## src/rtl/cipher_round_ctrl.sv

```systemverilog
// Cipher round controller: sequences an optional key expansion, the initial
// state load and NR encryption rounds, then holds the result until taken.
module cipher_round_ctrl #(
    parameter int NR = 10,
    localparam int AW = $clog2(NR + 1)
) (
    input  logic          clk,
    input  logic          rst,
    input  logic          start_valid,
    output logic          start_ready,
    input  logic          new_key,
    output logic          ld_state,
    output logic          rnd_en,
    output logic          mix_bypass,
    output logic          key_we,
    output logic [AW-1:0] key_addr,
    output logic          out_valid,
    input  logic          out_ready
);

    typedef enum logic [2:0] {
        IDLE   = 3'd0,
        KEYEXP = 3'd1,
        INIT   = 3'd2,
        ROUND  = 3'd3,
        DONE   = 3'd4
    } state_t;

    localparam logic [AW-1:0] LAST = AW'(NR);
    localparam logic [AW-1:0] ONE  = AW'(1);
    localparam logic [AW-1:0] ZERO = '0;

    state_t        state, state_d;
    logic [AW-1:0] cnt, cnt_d;
    logic          key_ok, key_ok_d;

    // State, round counter and key-valid flag; reset forces a fresh key expansion
    always_ff @(posedge clk or posedge rst) begin
        if (rst) begin
            state  <= IDLE;
            cnt    <= ZERO;
            key_ok <= 1'b0;
        end else begin
            state  <= state_d;
            cnt    <= cnt_d;
            key_ok <= key_ok_d;
        end
    end

    // Next-state logic and state-decoded datapath strobes
    always_comb begin
        state_d     = state;
        cnt_d       = cnt;
        key_ok_d    = key_ok;
        start_ready = 1'b0;
        ld_state    = 1'b0;
        rnd_en      = 1'b0;
        mix_bypass  = 1'b0;
        key_we      = 1'b0;
        key_addr    = ZERO;
        out_valid   = 1'b0;
        case (state)
            IDLE: begin
                start_ready = 1'b1;
                if (start_valid) begin
                    if (new_key || !key_ok) begin
                        state_d = KEYEXP;
                        cnt_d   = ONE;
                    end else begin
                        state_d = INIT;
                        cnt_d   = ZERO;
                    end
                end
            end
            KEYEXP: begin
                key_we   = 1'b1;
                key_addr = cnt;
                if (cnt == LAST) begin
                    state_d  = INIT;
                    cnt_d    = ZERO;
                    key_ok_d = 1'b1;
                end else begin
                    cnt_d = cnt + ONE;
                end
            end
            INIT: begin
                ld_state = 1'b1;
                key_addr = ZERO;
                state_d  = ROUND;
                cnt_d    = ONE;
            end
            ROUND: begin
                rnd_en     = 1'b1;
                key_addr   = cnt;
                mix_bypass = (cnt == LAST);
                if (cnt == LAST) begin
                    state_d = DONE;
                    cnt_d   = ZERO;
                end else begin
                    cnt_d = cnt + ONE;
                end
            end
            DONE: begin
                out_valid = 1'b1;
                if (out_ready) begin
                    state_d = IDLE;
                end
            end
            default: begin
                state_d = IDLE;
                cnt_d   = ZERO;
            end
        endcase
    end

endmodule

```

## config.mk

```make
export PLATFORM = sky130hd
export DESIGN_NAME = cipher_round_ctrl
export DESIGN_NICKNAME = d
export VERILOG_FILES = /design/src/rtl/cipher_round_ctrl.sv
export SDC_FILE = /design/constraint.sdc
export NUM_CORES = 1
export LEC_CHECK = 0
export CORE_MARGIN = 2
export CORE_UTILIZATION = 41
export DETAILED_ROUTE_END_ITERATION = 12
export HOLD_SLACK_MARGIN = 0.15
export PLACE_DENSITY_LB_ADDON = 0.25
export REMOVE_ABC_BUFFERS = 1
export SETUP_SLACK_MARGIN = 0.05
export SYNTH_ARGS = -nofsm -noshare
export SYNTH_HDL_FRONTEND = slang
export SYNTH_SLANG_ARGS = --single-unit
export TNS_END_PERCENT = 5
```

## constraint.sdc

```tcl
create_clock -name clk -period 1.6 [get_ports clk]
set_clock_uncertainty 0.05 [all_clocks]
set_input_delay 0.16 -clock clk [delete_from_list [all_inputs] [get_ports clk]]
set_output_delay 0.16 -clock clk [all_outputs]
set_load 0.01 [all_outputs]
```

Yosys cells after proc, flatten, opt, wreduce, memory -nomap -nowiden. Cells that the tools add are included.

$add $sub $neg: 1. Eq/ne operators: 9. Mux-type cells: 17. Bitwise logic cells: 1. Reductions and logical operators: 7.

Operator list (count): $pmux W4 S4 (1); $pmux W3 S5 (1); $mux W3 (4); $mux W4 (3); $ne A2 B2 Y1 const B (4); $mux W1 (7); $eq A3 B2 Y1 const B (2); $add A4 B1 Y4 const B (1); $eq A4 B4 Y1 const B (1); $reduce_and A2 Y1 (2); $reduce_and A4 Y1 (1); $eq A3 B1 Y1 const B (1); $eq A3 B3 Y1 const B (1); $logic_not A3 Y1 (1); $mux W2 (1); $reduce_or A2 Y1 (1); $logic_not A1 Y1 (1); $logic_or A1 B1 Y1 (1); $not A1 Y1 (1).

Flip-flop bits (word level): 8. Input port bits: 5. Output and inout bits: 10. Logic and storage cells: 38.

Longest topological paths before layout. Gate-level depths: netlist (run 1).

Word-level depth: 5. Depth in mapped cells: 6. Mapped depth without buffers: 5.

Least setup slack after synthesis (run 1). No wires, ideal clock.

Path kind: flip-flop to flip-flop. From: register cnt[0]. To: register state[1]. Setup time: 0.111 ns. Data arrival time: 1.327 ns. Required time: 1.439 ns. Setup slack: 0.112 ns. Cell stages (with the launch flop): 7. Path buffers: 1. Clock period less this slack: 1.488 ns. Cells stage by stage: dfrtp_1 > inv_1 > ha_1 > and3b_1 > buf_6 > nand2b_4 > a2111oi_2.

Longest elaborated chain between the ends: 3. Elaborated cells on any way between the ends: 4. Classes of those cells: eq/ne: 3; reduce/logical: 1.

Ends and longest elaborated chain: start: declaration (RTL line 34) `logic [AW-1:0] cnt, cnt_d;`; start signal: assignment (RTL line 45) `cnt <= cnt_d;`; $eq A4 B4 Y1 * (RTL line 78, 96); $ne A2 B2 Y1 (no line); $reduce_and A4 Y1 (no line) *; end signal: assignment (RTL line 44) `state <= state_d;`; end: declaration (RTL line 33) `state_t state, state_d;`.

Every way passes the cells marked *; elsewhere a longest branch is shown, timed or not. A chain may end at the register's enable or synchronous reset.

Worst setup path after layout (run 1). Same ends and word-level chain as after synthesis.

==> key figures, run 1 <==
Status
  • Result of the run: completed

Routing
  • DRT Wirelength: 1330 um
  • DRC Markers: 0
  • 1st-pass router iterations: 2
  • Avg WL per Cell: 13.3 um
  • Drt via density: 5.19
  • Residual antenna-violating net count after detailed routing: 0
  • Number of DRC violations after detailed-routing iteration 0: 3
  • Vias after detailed routing: 519

Global routing
  • Overflow left after global routing: 0
  • Global router's overall resource usage: 0.212
  • Via count of the first global-routing pass: 521
  • Pin count of the biggest net entering global routing: 9
  • First-pass GRT wire length: 2190 um
  • Antenna violations before repair: 0

STA
  • Transition time at the pin with the least slew margin: 346 ps
  • Setup violators final: 0
  • RSZ-0062 raised after global routing: yes
  • Post-layout min period: 1530 ps
  • Setup WS post-layout: 68.0 ps
  • Worst hold slack across all endpoints: 440 ps
  • Period Utilization, post-route: 0.957
  • Number of pins exceeding their max-slew limit in the final report: 0
  • Final hold violation count: 0
  • Normalized max-slew margin: 0.769
  • Max Clock Freq: 653 MHz
  • TNS Setup: 0 ps

Clock tree
  • Total number of clock tree sinks: 8
  • Post-CTS clock slew at the launch and capture registers of the worst setup and hold paths: 50 ps
  • Number of buffers inserted to repair setup after CTS: 0
  • Number of buffers created by CTS: 3
  • CTS Root Cell: clkbuf_4
  • H-Tree Level Count: 1
  • Insertion delay of the later-clocked pin in the worst-skew pair: 250 ps
  • TritonCTS clock tree: built
  • Clock tree buffer depth: 2

Min path
  • Hold Path Class: register to register
  • Startpoint of the lowest-slack hold path: key_ok
  • Hold-critical path depth: 1

Flow run
  • # Max-Cap Violations: 0

Pwr
  • Clk network pwr share: 0.107
  • Leakage power figure: 0.395 nW
  • Power Density: 1790 nW/um2
  • Maximum resistive drop on vdd: 0.000892 V
  • Net switching share of the total power: 0.405
  • Switching power: 0.580 mW
  • Sequential cell fraction of total power: 0.260
  • Logic pwr share: 0.633
  • Design internal power: 0.851 mW

Placed design
  • Gpl congestion: 0.752
  • Placement-stage worst setup slack: -8.98 ps
  • Count of input and output buffers: 14
  • Detailed placer's ending HPWL: 1000 um

Synth
  • Most used DFF post-synth: dfrtp_1
  • Number of flip-flops and latches in the synthesized netlist: 8
  • Largest cells by area after synthesis: dfrtp_1 (36%), o2bb2ai_1 (4.7%), ha_1 (4.5%)
  • Sequential cell area fraction in the yosys report: 0.356
  • Synthesized instance count: 59
  • Area share of the leading cell type in the synthesized netlist: 0.356
  • Average size of a mapped cell: 9.52 um2
  • Synth Cell Area: 562 um2
  • Biggest area consumer among synthesized cells: dfrtp_1
  • Post-synthesis async set-or-reset flop share: 1.00
  • Number of warnings issued by yosys: 0
  • Number of unique standard cell types used by synthesis: 30
  • Number of enable-type register cells in the synthesized netlist: 0

Die
  • Die H: 41.0 um
  • Number of cell rows: 13
  • Top-Level Pins: 15
  • Overall die width: 41.0 um
  • Total core area: 1280 um2
  • Total Die Area: 1680 um2
  • Initial standard-cell utilization of the core: 0.437

Layout
  • Final standard cell utilization of the core: 0.621
  • Commonest non-fill, non-tap cells in the layout: buf_4 (11), dfrtp_1 (7), clkbuf_2 (6)
  • Fillcell total: 137
  • FF+latch area: 201 um2
  • Diode count: 0
  • Commonest non-fill, non-tap cell in the layout: buf_4
  • Area overhead of the layout relative to synthesis: 42.1%
  • Net count reported at finish: 94
  • Fraction of final layout cells sized beyond drive strength 1: 0.376
  • Area occupied by multi-input gates: 343 um2

Setup path
  • Kind of start point of the critical path: register
  • Crit Path Category: register to register
  • Required time reported for the critical path endpoint: 1700 ps
  • Startpoint of the worst setup timing path: cnt[0]
  • CP arrival: 1630 ps
  • Reg-to-reg startpoint: cnt[0]
  • Count of cells along the worst register-to-register path: 6
  • Element type at the critical path end: register
  • Largest fanout of any net on the critical path: 5
==> power groups by stage <==
stage	logic, mW	clock network (mW)	registers, mW
2_1_floorplan	0.476	0	0.367
3_3_place_gp	0.906	0	0.361
3_5_place_dp	0.919	0	0.365
4_1_cts	0.925	0.159	0.372
5_1_grt	1.01	0.169	0.386
6_report	0.906	0.153	0.372
==> Yosys cell counts, types with 2 or more instances <==
| master | instances |
|---|---|
| a21oi_1 | 2 |
| and2_1 | 2 |
| and2b_2 | 2 |
| and3b_1 | 2 |
| buf_6 | 2 |
| dfrtp_1 | 8 |
| ha_1 | 2 |
| inv_1 | 5 |
| nand2_1 | 3 |
| nor2_1 | 5 |
| nor3_1 | 2 |
| nor3b_1 | 2 |
| o2bb2ai_1 | 3 |
| o32ai_1 | 2 |
| or2_0 | 2 |
==> layer usage <==
metal,vias up,wire (um),track usage
met5,-,0,0
met4,0,12,0.125
met3,2,51,0.0326
met2,10,649,0.352
met1,249,617,0.255
li1,258,-,-
==> worst max-delay path: stages, from the launching register on <==
cell and delay [ps]:
dfrtp_1 350, inv_2 50, ha_1 180, and3b_1 190
buf_4 150, nand2b_4 170, a2111oi_4 290
==> kinds of logic (layout without fill, tap and decap cells) <==
group,after synthesis,after routing,share of synthesized area
XOR/XNOR,1,1,0.0156
AND/OR/NAND/NOR,26,26,0.285
flip-flops,8,8,0.356
multiplexers,1,1,0.0178
adder cells (fa/ha/maj),2,2,0.0445
AO/OA/AOI/OAI,13,13,0.198
buffers and inverters,8,34,0.0824
==> path summary, 6_finish.rpt <==
kind                       slack, ps  endpoint
max in group asynchronous        570  state[0]
setup reg to reg                  70  state[1]
setup / recovery                  70  state[1]
min in group asynchronous        670  state[2]
hold / removal                   440    key_ok
hold reg to reg                  440    key_ok
==> metrics by stage <==
step	power, mW	cell area, um2	cells
final	1.43	798	100
after global routing	1.56	798	100
after CTS	1.46	818	100
after detailed placement	1.28	776	96
after global placement	1.27	776	96
after floorplan	0.843	534	56
==> final cells by class <==
cell class	instances	area share
Tap cell	15	0.0235
Multi-Input combinational cell	43	0.429
Inverter	5	0.0235
Clock buffer	3	0.0282
Timing Repair Buffer	26	0.243
Sequential cell	8	0.252
==> sequential cells by signal (all words and copies together), names as in the netlist <==
register / count
state: 3
key_ok: 1
cnt: 4
==> repair_timing <==
action | in CTS | in global routing
endpoints found under the setup margin | 11 | 9
pin swaps | 1 | 1
endpoints found under the hold margin | 8 | 0
hold buffers | 1 | 0
gates resized for setup | 21 | 9
Power figures use the tool's default switching activity.
==> run 2, diff against run 1 <==
--- a/config.mk
+++ b/config.mk
@@ -7,6 +7,7 @@
 export LEC_CHECK = 0
 export CORE_MARGIN = 2
 export CORE_UTILIZATION = 41
+export CTS_CLUSTER_DIAMETER = 30
 export DETAILED_ROUTE_END_ITERATION = 12
 export HOLD_SLACK_MARGIN = 0.15
 export PLACE_DENSITY_LB_ADDON = 0.25
==> results of run 2 <==
Final layout, timing and power as in run 1 (identical DEF).
==> edit 1: new RTL, config.mk and constraints of run 2 <==
The parameter `NR` goes from 10 to 12.
--- a/src/rtl/cipher_round_ctrl.sv
+++ b/src/rtl/cipher_round_ctrl.sv
@@ -2,5 +2,5 @@
 // state load and NR encryption rounds, then holds the result until taken.
 module cipher_round_ctrl #(
-    parameter int NR = 10,
+    parameter int NR = 12,
     localparam int AW = $clog2(NR + 1)
 ) (
Behaviour: same outputs for any inputs over 10 cycles, from zero or initial values and one cycle with rst high; that may be too few to reach the edited logic, so the function may still have changed.
==> edit 1 against run 2 <==
  * Sequential power is 5% lower
  * Largest cell class unchanged
  * Cell area is 3.1% higher
  * Maximum frequency increased by 0.95%
  * Power rose by 2.6%
  * Sequential cell count stayed put
  * Die area decreased by 3.0%
  * Non-clock buffer count rose by 2
  * Synthesized area down 3.3%
  * Setup slack gained 14 ps
  * Routed wire length decreased by 1.5%
  * Largest power group unchanged
  * First-iteration DRC count grew to 4.0 times the old value
  * Cell count increased by 6.0%
==> edit 1: results (changes against run 2) <==
Pleak - 0.415 nW (+5.0%)
Iteration-0 DRC Markers - 12 (+9)
Total GRT Usage - 0.192 (-0.0200)
YS warnings - 0 (unchanged)
M2 GR Usage - 0.278 (-0.0738)
Met3 Resource Use GR - 0.0333 (+0.000725)
Gate power share - 0.653 (+0.020)
Crit path max-delay family - simple AND/OR/NAND/NOR gates
Synth cell count leaders - dfrtp_1, nor2_1, inv_1
Top FF cell, synth - dfrtp_1
Maximum VDD drop - 0.000904 V (+1.3%)
Synth cell types - 31 (+3.3%)
Pre-antenna DRT Iters - 4 (+2)
Fillers - 114 (-17%)
Final setup fails - 0 (unchanged)
IO buf count - 14 (unchanged)
Actual slew at the worst max-slew pin - 318 ps (-27.7 ps)
Register area share after synthesis - 0.369 (+0.0123)
Worst-path clk slew - 50 ps (about the same)
Switching power - 0.604 mW (+4.1%)
Hold crit path type - register to register
Critical Path Max Stage Delay - 410 ps (+60 ps)
CP Data Arrival Time - 1310 ps (-320 ps)
Post-route ant nets - 0 (unchanged)
Wl on met1 - 634 µm (+2.8%)
TritonCTS buffer count - 3 (unchanged)
Initial antenna violation count - 0 (unchanged)
Global-route track usage on met1 - 0.258 (+0.00249)
Period Utilization, post-route - 0.948 (-0.00901)
Layout cells sized above 1 - 0.330 (-0.0468)
Routed len/inst - 12.4 µm (-7.1%)
First-pass GRT wire length - 2010 µm (-8.2%)
Pre-CTS WS - -60.2 ps (-51.2 ps)
Vias in the first global route - 472 (-9.4%)
Reg2reg setup slack - 140 ps (+70 ps)
Clock power frac - 0.106
Nets - 100 (+6.4%)
Met2 Wirelength - 594 µm (-8.5%)
Status - complete, no violations
Vias/cell - 4.98 (-4.0%)
Clk_lat worst skew - 250 ps (about the same)
Htree depth - 1 (unchanged)
Area share of the largest cell type after synthesis - 0.369 (+0.0123)
Synth area leaders - dfrtp_1, nor2_1, inv_1
Routability cong. - 0.802 (+6.6%)
DR WL met3 - 61 µm (+20%)
edit 1: kinds of logic (layout without fill, tap and decap cells):
group | Yosys count | after routing | synth area share
simple gates | 29 | 29 | 0.283
flops | 8 | 8 | 0.369
xor+xnor | 1 | 1 | 0.0161
mux | 1 | 1 | 0.0184
buf+inv | 9 | 38 | 0.0830
fa+ha+maj | 2 | 2 | 0.0461
compound gates | 12 | 12 | 0.184
edit 1: what timing repair did:
item	CTS	global route
hold buffers	1	0
setup endpoints to repair	10	6
hold endpoints to repair	8	0
gates resized for setup	12	12
edit 1: area by class of cell:
type                    instances  area (µm²)  share of cell area
inverters                       7        26.3              0.0319
repair buffers                 28         235               0.286
multi-input cells              45         320               0.389
well taps                      15        18.8              0.0228
flip-flops and latches          8         200               0.243
clock buffers                   3        22.5              0.0274
edit 1: metrics by stage:
stage	hold slack (ps)	power [mW]	std cells	area, µm²
floorplan	-74.3	0.846	60	524
global placement	377	1.32	102	781
detailed placement	378	1.32	102	781
CTS	467	1.42	106	803
global route	482	1.59	106	823
finish	459	1.47	106	823
edit 1: worst reg2reg max path, delay by kind of cell (launching register included):
| family | cells | cell delay [ps] |
|---|---|---|
| simple gates | 2 | 480 |
| compound gates | 1 | 150 |
| flops | 1 | 360 |
| buf+inv | 2 | 200 |
| fa+ha+maj | 1 | 150 |
edit 1: final timing paths:
check,from,end,cells after the start
max,state[2],key_addr[3],3
min,key_ok,key_ok,1
max reg2reg,cnt[0],cnt[2],6
min reg2reg,key_ok,key_ok,1
max in group asynchronous,rst,state[1],3
min in group asynchronous,rst,cnt[1],3
==> edit 2: new RTL, flow settings as in run 2 <==
Without the edit above. Re-encode `state_t` (5 states) as Gray code, 3 bits wide.
--- a/src/rtl/cipher_round_ctrl.sv
+++ b/src/rtl/cipher_round_ctrl.sv
@@ -20,9 +20,9 @@
 
     typedef enum logic [2:0] {
-        IDLE   = 3'd0,
-        KEYEXP = 3'd1,
-        INIT   = 3'd2,
-        ROUND  = 3'd3,
-        DONE   = 3'd4
+        IDLE   = 3'b000,
+        KEYEXP = 3'b001,
+        INIT   = 3'b011,
+        ROUND  = 3'b010,
+        DONE   = 3'b110
     } state_t;
 
Formal check against the unedited RTL: same outputs for any inputs over 10 cycles, from zero or initial values and one cycle with rst high; not proved beyond that.
==> edit 2 against run 2 <==
  * Routed wire length up 29%
  * Synthesized area is 5.1% lower
  * Power increased by 16%
  * Cell area up 16%
  * Largest cell class unchanged
  * Setup slack lost 45 ps
  * Maximum frequency is 2.8% lower
  * Utilization rose by 18 points
  * Sequential share of layout area shrank 3.2 points
  * Global-route usage up 3.7 points
  * Sequential cell count stayed put
  * Critical endpoint is now cnt[2]
  * Critical path type unchanged
  * Clock power increased by 8%
  * Worst hold slack got worse by 24 ps
  * Cell count is 8.0% higher
==> edit 2: results (changes against run 2) <==
Status - complete, no violations
Clock distribution power - 0.166 mW (+8%)
Placed insts - 95 (-1.0%)
FF-to-FF End - cnt[2]
Global-route track usage on met1 - 0.257 (+0.00182)
Routability cong. - 0.856 (+14%)
Slew Limit Headroom - 0.777 (+0.00799)
Vias/cell - 5.28 (+1.7%)
R2R depth - 7 (+1)
Layout cells sized above 1 - 0.606 (+0.230)
Iteration-0 DRC Markers - 11 (+8)
Pre-antenna DRT Iters - 4 (+2)
Pleak - 0.491 nW (+24%)
Critical Path Max Stage Delay - 380 ps (+30 ps)
Wl on met1 - 677 µm (+9.7%)
Reg2reg setup slack - 20 ps (-40 ps)
Nets - 103 (+9.6%)
DPL Wire Length - 953 µm (-4.8%)
CP Data Arrival Time - 1680 ps (+50 ps)
Clk_lat worst skew - 270 ps (+20 ps)
Avg Cell Area, Syn - 9.52 µm² (about the same)
M2 GR Usage - 0.415 (+0.0638)
DP Area - 773 µm² (-0.32%)
Synth area leaders - dfrtp_1, nor3_1, inv_1
Hold slack final - 417 ps (-23.5 ps)
Total GRT Usage - 0.249 (+0.0368)
Tot Pwr - 1.66 mW (+16%)
Crit path max-delay family - flip-flops
Vias in the first global route - 565 (+8.4%)
First-pass GRT wire length - 2420 µm (+10%)
Pre-CTS WS - -104 ps (-94.9 ps)
Post-CTS Setup Inserts - 9 (+9)
Final Non-Filler Cells - 108 (+8.0%)
Met3 Resource Use GR - 0.100 (+0.0674)
Routed len/inst - 15.8 µm (+19%)
Crit-path max FO - 4 (-1)
Switching power - 0.648 mW (+12%)
DR WL met3 - 75 µm (+47%)
## edit 2: worst max-delay path by stage
stage              from     endpoint  slack, ps  depth (start not counted)
2_1_floorplan    cnt[0]     state[1]        110                          5
3_5_place_dp   state[1]   mix_bypass       -100                          4
3_3_place_gp   state[1]   mix_bypass        -50                          4
6_report         cnt[0]       cnt[2]         20                          7
4_1_cts        state[1]  key_addr[0]        -50                          4
5_1_grt          cnt[0]     state[1]        -20                          7
## edit 2: cell families (layout without fill, tap and decap cells)
kind of cell,count (synthesis),in the layout,synth area share
AOI/OAI and AO/OA,8,8,0.141
xor gates and xnor gates,3,3,0.0493
adders and majority gates,2,2,0.0469
buffers and inverters,10,48,0.0916
DFF,8,8,0.376
and+or+nand+nor,25,25,0.296
## edit 2: final cells by class
class,count,area (µm²)
Sequential cell,8,204
Timing Repair Buffer,38,295
Fill cell,82,230
Clock buffer,3,22.5
Inverter,7,26.3
Multi-Input combinational cell,38,360
Tap cell,14,17.5
